$ cat src/rtl/trans_issue_scheduler.sv
`default_nettype none
// ============================================================================
//  Module   : trans_issue_scheduler
//  Brief    : FIFO-buffered, one-at-a-time issue scheduler in front of the
//             multi-cycle transaction validator, with statistics and timeout.
//  Revision : 1.0
// ============================================================================
module trans_issue_scheduler #(
    parameter int FIFO_DEPTH   = 16,
    parameter int CNT_W        = 32,
    parameter int DONE_TIMEOUT = 65535
) (
    input  logic               clk,
    input  logic               rst,
    input  logic [127:0]       data_i,
    input  logic               valid_i,
    output logic               ready_o,
    output logic [127:0]       val_data_o,
    output logic               val_valid_o,
    input  logic               val_accepted_i,
    input  logic               val_done_i,
    output logic               busy_o,
    output logic [CNT_W-1:0]   ok_cnt_o,
    output logic [CNT_W-1:0]   rej_cnt_o,
    output logic [CNT_W-1:0]   drop_cnt_o,
    output logic               overflow_o,
    output logic               timeout_o
);

    localparam int c_ADDR_W = (FIFO_DEPTH > 1) ? $clog2(FIFO_DEPTH) : 1;
    localparam int c_TMO_W  = ($clog2(DONE_TIMEOUT + 1) < 1) ? 1 : $clog2(DONE_TIMEOUT + 1);

    localparam logic [c_ADDR_W:0]   c_FULL     = (c_ADDR_W+1)'(FIFO_DEPTH);
    localparam logic [c_ADDR_W:0]   c_CNT_ONE  = (c_ADDR_W+1)'(1);
    localparam logic [c_ADDR_W-1:0] c_PTR_ONE  = c_ADDR_W'(1);
    localparam logic [c_TMO_W-1:0]  c_TMO_MAX  = c_TMO_W'(DONE_TIMEOUT);
    localparam logic [c_TMO_W-1:0]  c_TMO_ONE  = c_TMO_W'(1);
    localparam logic [CNT_W-1:0]    c_STAT_ONE = CNT_W'(1);

    localparam logic [1:0] c_ST_IDLE      = 2'd0;
    localparam logic [1:0] c_ST_ISSUE     = 2'd1;
    localparam logic [1:0] c_ST_WAIT_DONE = 2'd2;

    logic [127:0]        r_mem [FIFO_DEPTH];
    logic [c_ADDR_W-1:0] r_wr_ptr;
    logic [c_ADDR_W-1:0] r_rd_ptr;
    logic [c_ADDR_W:0]   r_count;
    logic [c_ADDR_W:0]   w_count_nxt;
    logic                r_ready;

    logic [1:0]          r_state;
    logic [1:0]          w_state_nxt;
    logic                r_acc;
    logic [c_TMO_W-1:0]  r_tmo;

    logic [127:0]        r_val_data;
    logic                r_val_valid;
    logic [CNT_W-1:0]    r_ok_cnt;
    logic [CNT_W-1:0]    r_rej_cnt;
    logic [CNT_W-1:0]    r_drop_cnt;
    logic                r_overflow;
    logic                r_timeout;

    logic w_push;
    logic w_drop;
    logic w_pop;
    logic w_tmo_hit;
    logic w_ok_inc;
    logic w_rej_inc;
    logic w_tmo_abort;

    assign w_push    = valid_i && r_ready;
    assign w_drop    = valid_i && !r_ready;
    assign w_tmo_hit = (r_tmo == c_TMO_MAX);

    always_comb begin
        w_count_nxt = r_count;
        case ({w_push, w_pop})
            2'b10:   w_count_nxt = r_count + c_CNT_ONE;
            2'b01:   w_count_nxt = r_count - c_CNT_ONE;
            default: w_count_nxt = r_count;
        endcase
    end

    // State register
    always_ff @(posedge clk) begin
        if (rst) begin
            r_state <= c_ST_IDLE;
        end else begin
            r_state <= w_state_nxt;
        end
    end

    // Next-state logic
    always_comb begin
        w_state_nxt = r_state;
        case (r_state)
            c_ST_IDLE:      if (r_count != '0) w_state_nxt = c_ST_ISSUE;
            c_ST_ISSUE:     w_state_nxt = c_ST_WAIT_DONE;
            c_ST_WAIT_DONE: if (val_done_i || w_tmo_hit) w_state_nxt = c_ST_IDLE;
            default:        w_state_nxt = c_ST_IDLE;
        endcase
    end

    // Output / action decode
    always_comb begin
        w_pop       = 1'b0;
        w_ok_inc    = 1'b0;
        w_rej_inc   = 1'b0;
        w_tmo_abort = 1'b0;
        case (r_state)
            c_ST_ISSUE: w_pop = 1'b1;
            c_ST_WAIT_DONE: begin
                if (val_done_i) begin
                    w_ok_inc  = r_acc || val_accepted_i;
                    w_rej_inc = !(r_acc || val_accepted_i);
                end else if (w_tmo_hit) begin
                    w_rej_inc   = 1'b1;
                    w_tmo_abort = 1'b1;
                end
            end
            default: ;
        endcase
    end

    always_ff @(posedge clk) begin
        if (w_push) begin
            r_mem[r_wr_ptr] <= data_i;
        end
    end

    always_ff @(posedge clk) begin
        if (rst) begin
            r_wr_ptr    <= '0;
            r_rd_ptr    <= '0;
            r_count     <= '0;
            r_ready     <= 1'b1;
            r_acc       <= 1'b0;
            r_tmo       <= '0;
            r_val_data  <= '0;
            r_val_valid <= 1'b0;
            r_ok_cnt    <= '0;
            r_rej_cnt   <= '0;
            r_drop_cnt  <= '0;
            r_overflow  <= 1'b0;
            r_timeout   <= 1'b0;
        end else begin
            r_count     <= w_count_nxt;
            r_ready     <= (w_count_nxt != c_FULL);
            r_val_valid <= w_pop;
            if (w_push) r_wr_ptr <= r_wr_ptr + c_PTR_ONE;
            if (w_pop) begin
                r_rd_ptr   <= r_rd_ptr + c_PTR_ONE;
                r_val_data <= r_mem[r_rd_ptr];
                r_acc      <= 1'b0;
                r_tmo      <= '0;
            end else if (r_state == c_ST_WAIT_DONE) begin
                if (val_accepted_i) r_acc <= 1'b1;
                if (!val_done_i && !w_tmo_hit) r_tmo <= r_tmo + c_TMO_ONE;
            end
            // Statistics saturate rather than wrap
            if (w_ok_inc && (r_ok_cnt != '1))     r_ok_cnt   <= r_ok_cnt + c_STAT_ONE;
            if (w_rej_inc && (r_rej_cnt != '1))   r_rej_cnt  <= r_rej_cnt + c_STAT_ONE;
            if (w_drop && (r_drop_cnt != '1))     r_drop_cnt <= r_drop_cnt + c_STAT_ONE;
            if (w_drop)                           r_overflow <= 1'b1;
            if (w_tmo_abort)                      r_timeout  <= 1'b1;
        end
    end

    assign ready_o     = r_ready;
    assign val_data_o  = r_val_data;
    assign val_valid_o = r_val_valid;
    assign busy_o      = (r_state != c_ST_IDLE) || (r_count != '0);
    assign ok_cnt_o    = r_ok_cnt;
    assign rej_cnt_o   = r_rej_cnt;
    assign drop_cnt_o  = r_drop_cnt;
    assign overflow_o  = r_overflow;
    assign timeout_o   = r_timeout;

endmodule
`default_nettype wire

$ cat config.mk
export PLATFORM = sky130hd
export DESIGN_NAME = trans_issue_scheduler
export DESIGN_NICKNAME = d
export VERILOG_FILES = /design/src/rtl/trans_issue_scheduler.sv
export SDC_FILE = /design/constraint.sdc
export NUM_CORES = 2
export LEC_CHECK = 0
export BUFFER_PORTS_ARGS = -buffer_cell sky130_fd_sc_hd__buf_2
export CORE_AREA = 8 8 547 549
export CTS_CLUSTER_DIAMETER = 80
export DETAILED_ROUTE_END_ITERATION = 7
export DIE_AREA = 0 0 555 557
export MAX_ROUTING_LAYER = met4
export PLACE_DENSITY = 0.42
export RECOVER_POWER = 100
export SETUP_SLACK_MARGIN = 0.1
export SYNTH_ARGS = -nofsm -noshare
export SYNTH_HDL_FRONTEND = slang
export SYNTH_SLANG_ARGS = --single-unit
$ cat constraint.sdc
create_clock -name clk -period 13.2 [get_ports clk]
set_input_delay 1.32 -clock clk [delete_from_list [all_inputs] [get_ports clk]]
set_output_delay 1.32 -clock clk [all_outputs]
set_load 0.01 [all_outputs]
Yosys cells after proc, flatten, opt, wreduce, memory -nomap -nowiden
Memory sizes are Yosys's and may differ from the RTL's. A register that Yosys moved wholly into a read port is not among the register bits.
Cells that the tools add are included.
- latch bits: 0
- word-level logic and storage cells: 67
- memories kept: 1
- bits in writable memories: 2048
- ROM bits: 0
- flip-flop bits (word level): 132
- memory list (name ; depth ; width ; rd ports ; clocked after memory_dff ; write ports ; RTL line ; source):
    r_mem ; 16 ; 128 ; 1 ; 1 ; 1 ; 44 ; logic [127:0] r_mem [FIFO_DEPTH];
- multiplexer cells: 14
- magnitude comparators: 0
- $mul: 0
- eq/ne operators: 11
- $add $sub $neg: 8
- bitwise logic cells: 0
- shifts and indexed selects: 0
- divide/modulo/power cells: 0
- reduce and logical (&&, ||, !) cells: 20
- operator list (cell ; count):
    $add A32 B1 Y32 const B ; 3
    $ne A32 B32 Y1 const B ; 3
    $add A16 B1 Y16 const B ; 1
    $eq A16 B16 Y1 const B ; 1
    $mux W1 ; 10
    $pmux W5 S2 ; 1
    $add A4 B1 Y4 const B ; 2
    $logic_and A1 B1 Y1 ; 6
    $pmux W2 S3 ; 1
    $reduce_and A2 Y1 ; 3
    $add A5 B1 Y5 const B ; 1
    $ne A5 B5 Y1 const B ; 1
    $reduce_bool A5 Y1 ; 1
    $sub A5 B1 Y5 const B ; 1
    $eq A2 B1 Y1 const B ; 2
    $eq A2 B2 Y1 const B ; 2
    $logic_not A1 Y1 ; 4
    $mux W2 ; 2
    $ne A2 B2 Y1 const B ; 2
    $logic_or A1 B1 Y1 ; 3
    $logic_not A2 Y1 ; 1
    $reduce_bool A2 Y1 ; 1
    $reduce_or A2 Y1 ; 1

Longest topological paths before layout
- depth after elaboration: 5
- mapped depth: 12
- gate-level depth less buffers: 11

Least setup slack after synthesis
Ideal clock, no wire load.
- kind: input port to flip-flop
- start point: input port valid_i
- end point: memory r_mem[3][0], enable pin
- arrival: 10502 ps
- stages: 4
- setup time: 772 ps
- setup slack: 1926 ps
- data required time: 12428 ps
- cells stage by stage: and2_1 clkbuf_1 nand2_1 nor3_1
- longest elaborated chain between the ends: 3
- ends and longest elaborated chain (what ; RTL line ; source):
    start, declared ; 16 ; input logic valid_i,
    $logic_and A1 B1 Y1 ; 72 ; assign w_push = valid_i && r_ready;
    $mux W1 ; 127 ; if (w_push) begin
    $mux W1 (implied by the code) ; 128 ; r_mem[r_wr_ptr] <= data_i;
    end, declared ; 44 ;
Every way passes these cells.

Worst setup path in the final report
- start point: input port valid_i
- end point: memory r_mem[11][61], enable pin
The elaborated chain is that of the path after synthesis.

==> metrics.txt <==
met1 wire length=111500 um; final instance area=101200 um2; Crit Path Max Fanout=42; DR iter-0 viols=3033; Avg WL per Cell=28.01 um; CP Capture Type=register; Chip Height=557 um; drt drc=0; num rows=198; met3 wire len=12630 um; Required @ worst endpoint=13.57 ns; grt total ovfl=0; total power=17930 uW; worst hold path class=register to register; postcts setup bufs=0; Synth Instances=3893; nets=4553; setup TNS=0 ns; unrepaired setup endpoints after global routing=no; EDFF count, synth=2048; Crit Path Class=input port to register; Core Util, Final=34.88%; Tmin final=8.516 ns; CTS tree=built; synthesis-to-layout area growth=16.77%; via count=41460; max_cap viols=50; CTS clock-pin slew for the worst setup and hold paths=0.06 ns; Syn Nets=4037; vias in the first global route=43550; Synthesis Warnings=0; final hold slack=0.4770 ns; detailed placer's ending HPWL=130100 um; Post-synth ARST share=0%; most common cell in the netlist=edfxtp_1; relative slew slack=-203.9%; Yosys reg bits=2308; post-route ant nets=0; Port-buffer cells=361; drt first pass iters=5; met2 WL=111000 um; clk_skew=0.04033 ns; GP Congestion=0.7144; most area-hungry cell type in the Yosys netlist=edfxtp_1; Root Driver=clkbuf_16; top-area cell type share of the netlist area=70.97%; top cells by area, synth=edfxtp_1 (71%), mux4_2 (17%), dfxtp_1 (6.0%); CTS Hold Buffers Added=0; TritonCTS Buffers=268; Worst VDD drop=107.0 uV; Post-DP Area=93410 um2; fin crit share=64.52%; Starting Density=29.87%; crit path DAT=8.89 ns; Max Slew Vio Count=1742; Netlist cell types=53; Least-Margin Pin Slew=4.559 ns; Mapped Area=86660 um2; core area=290100 um2; I/O Pins=362; layout cells sized above 1=23.16%; failing checks=capacitance limit, slew limit; largest net degree at the start of global routing=126; initial antenna violation count=57; H-tree levels=5; clock latency on the worst-skew pair=0.87 ns; post-cts sizing count=0; final hold viol count=0; syn avg cell area=22.26 um2; WL final=239500 um; fmax=117.4 MHz; Power Density=177.2 nW/um2; clk sinks=2308; Seq/Total Area, Yosys=76.97%; highest metal used=met4; die footprint=309100 um2; Setup-failing EPs final=0; status=complete, but fails checks; Commonest cells post-synth=edfxtp_1 (2048), mux4_2 (640), dfxtp_1 (260); total global-route track usage=15.58%; vias per std cell=4.850; Longest Clk Path Bufs=4; CP startpoint kind=input port; ys flop type=edfxtp_1; first-pass GRT wire length=340000 um; Die W=555 um; leakage=0.03012 uW
==> final timing paths <==
| kind | start | to | slack (ns) | depth (start not counted) |
|---|---|---|---|---|
| worst min register to register | val_data_o[52]$_SDFFE_PP0N_ | val_data_o[52]$_SDFFE_PP0N_ | 0.48 | 1 |
| worst min-delay path | val_data_o[52]$_SDFFE_PP0N_ | val_data_o[52]$_SDFFE_PP0N_ | 0.48 | 1 |
| worst max register to register | ready_o$_SDFF_PP1_ | r_mem[11][61]$_DFFE_PP_ | 4.95 | 6 |
| worst max-delay path | valid_i | r_mem[11][61]$_DFFE_PP_ | 4.68 | 7 |
==> sequential cells by signal, indices dropped and copies added (netlist names) <==
name         count
r_rd_ptr         4
drop_cnt_o      32
r_state          2
overflow_o       1
ready_o          1
r_acc            1
r_mem         2048
ok_cnt_o        32
val_valid_o      1
r_wr_ptr         4
val_data_o     128
r_count          5
r_tmo           16
timeout_o        1
rej_cnt_o       32
==> critical path, cell delays in order <==
cell      delay [ns]
clkbuf_1        0.18
and2_0          0.19
clkbuf_1        0.49
nand2_1         0.32
nor2_1          0.68
clkbuf_1        3.04
clkbuf_1        2.50
==> routing by layer <==
| metal | track usage (%) | up-vias |
|---|---|---|
| li1 | - | 17530 |
| met1 | 21.46 | 22650 |
| met2 | 23.75 | 963 |
| met3 | 3.559 | 313 |
| met4 | 3.296 | 0 |
| met5 | - | - |
==> cell type report <==
cell class,count,area [um2]
diodes,29,72.57
clock buffers,348,7234
clock inverters,133,1189
fillers,27020,188900
inverters,14,52.55
multi-input cells,1369,19120
flip-flops and latches,2308,66720
well taps,3900,4880
repair buffers,448,1922
==> layout by cell type (no fill, tap or decap), types with 4 or more instances in the layout <==
master      instances
and2_1              7
nand2b_1            6
clkbuf_8           10
a21oi_1            30
inv_1              13
o21ai_0            23
nor3_1             27
nand3_1            42
clkbuf_1          470
a22o_1            129
and4_1              9
nor2_1            142
buf_4              33
dfxtp_4             4
mux4_2            640
mux2i_1             4
nand2_1            57
inv_6              14
diode_2            29
nor2_4              5
clkinvlp_4          8
clkbuf_16         274
xnor2_1            41
dfxtp_1           256
nor4_1              7
clkinv_8            6
edfxtp_1         2048
xor2_1             60
ha_1               11
clkinv_1           51
nand3b_1            4
and3_1             17
nand4_1            50
bufinv_16          14
buf_12              7
clkinv_2           34
or3_1              21
inv_16              4
==> metrics by stage <==
step | cells | worst slack (ns)
after floorplan | 3893 | 1.926
after CTS | 8520 | 8.270
after global routing | 8544 | 4.067
final | 8549 | 4.684
after detailed placement | 8039 | 7.794
after global placement | 8039 | 7.857
==> report_power, final <==
group          total, uW  internal, uW  switching, uW
clock               7150          4170           2980
combinational       2440          1160           1280
sequential          8340          8180            160
total              17900         13500           4430
==> cell families after synthesis <==
family                     Yosys count  synth area share [%]
muxes                              644                 16.68
buffers and inverters              216                 1.009
xor gates and xnor gates           101                 1.021
and+or+nand+nor                    419                 2.434
DFF                               2308                 76.97
AOI/OAI and AO/OA                  194                 1.723
adders and majority gates           11                0.1588
Note: power is estimated with default switching activity, not from simulation.
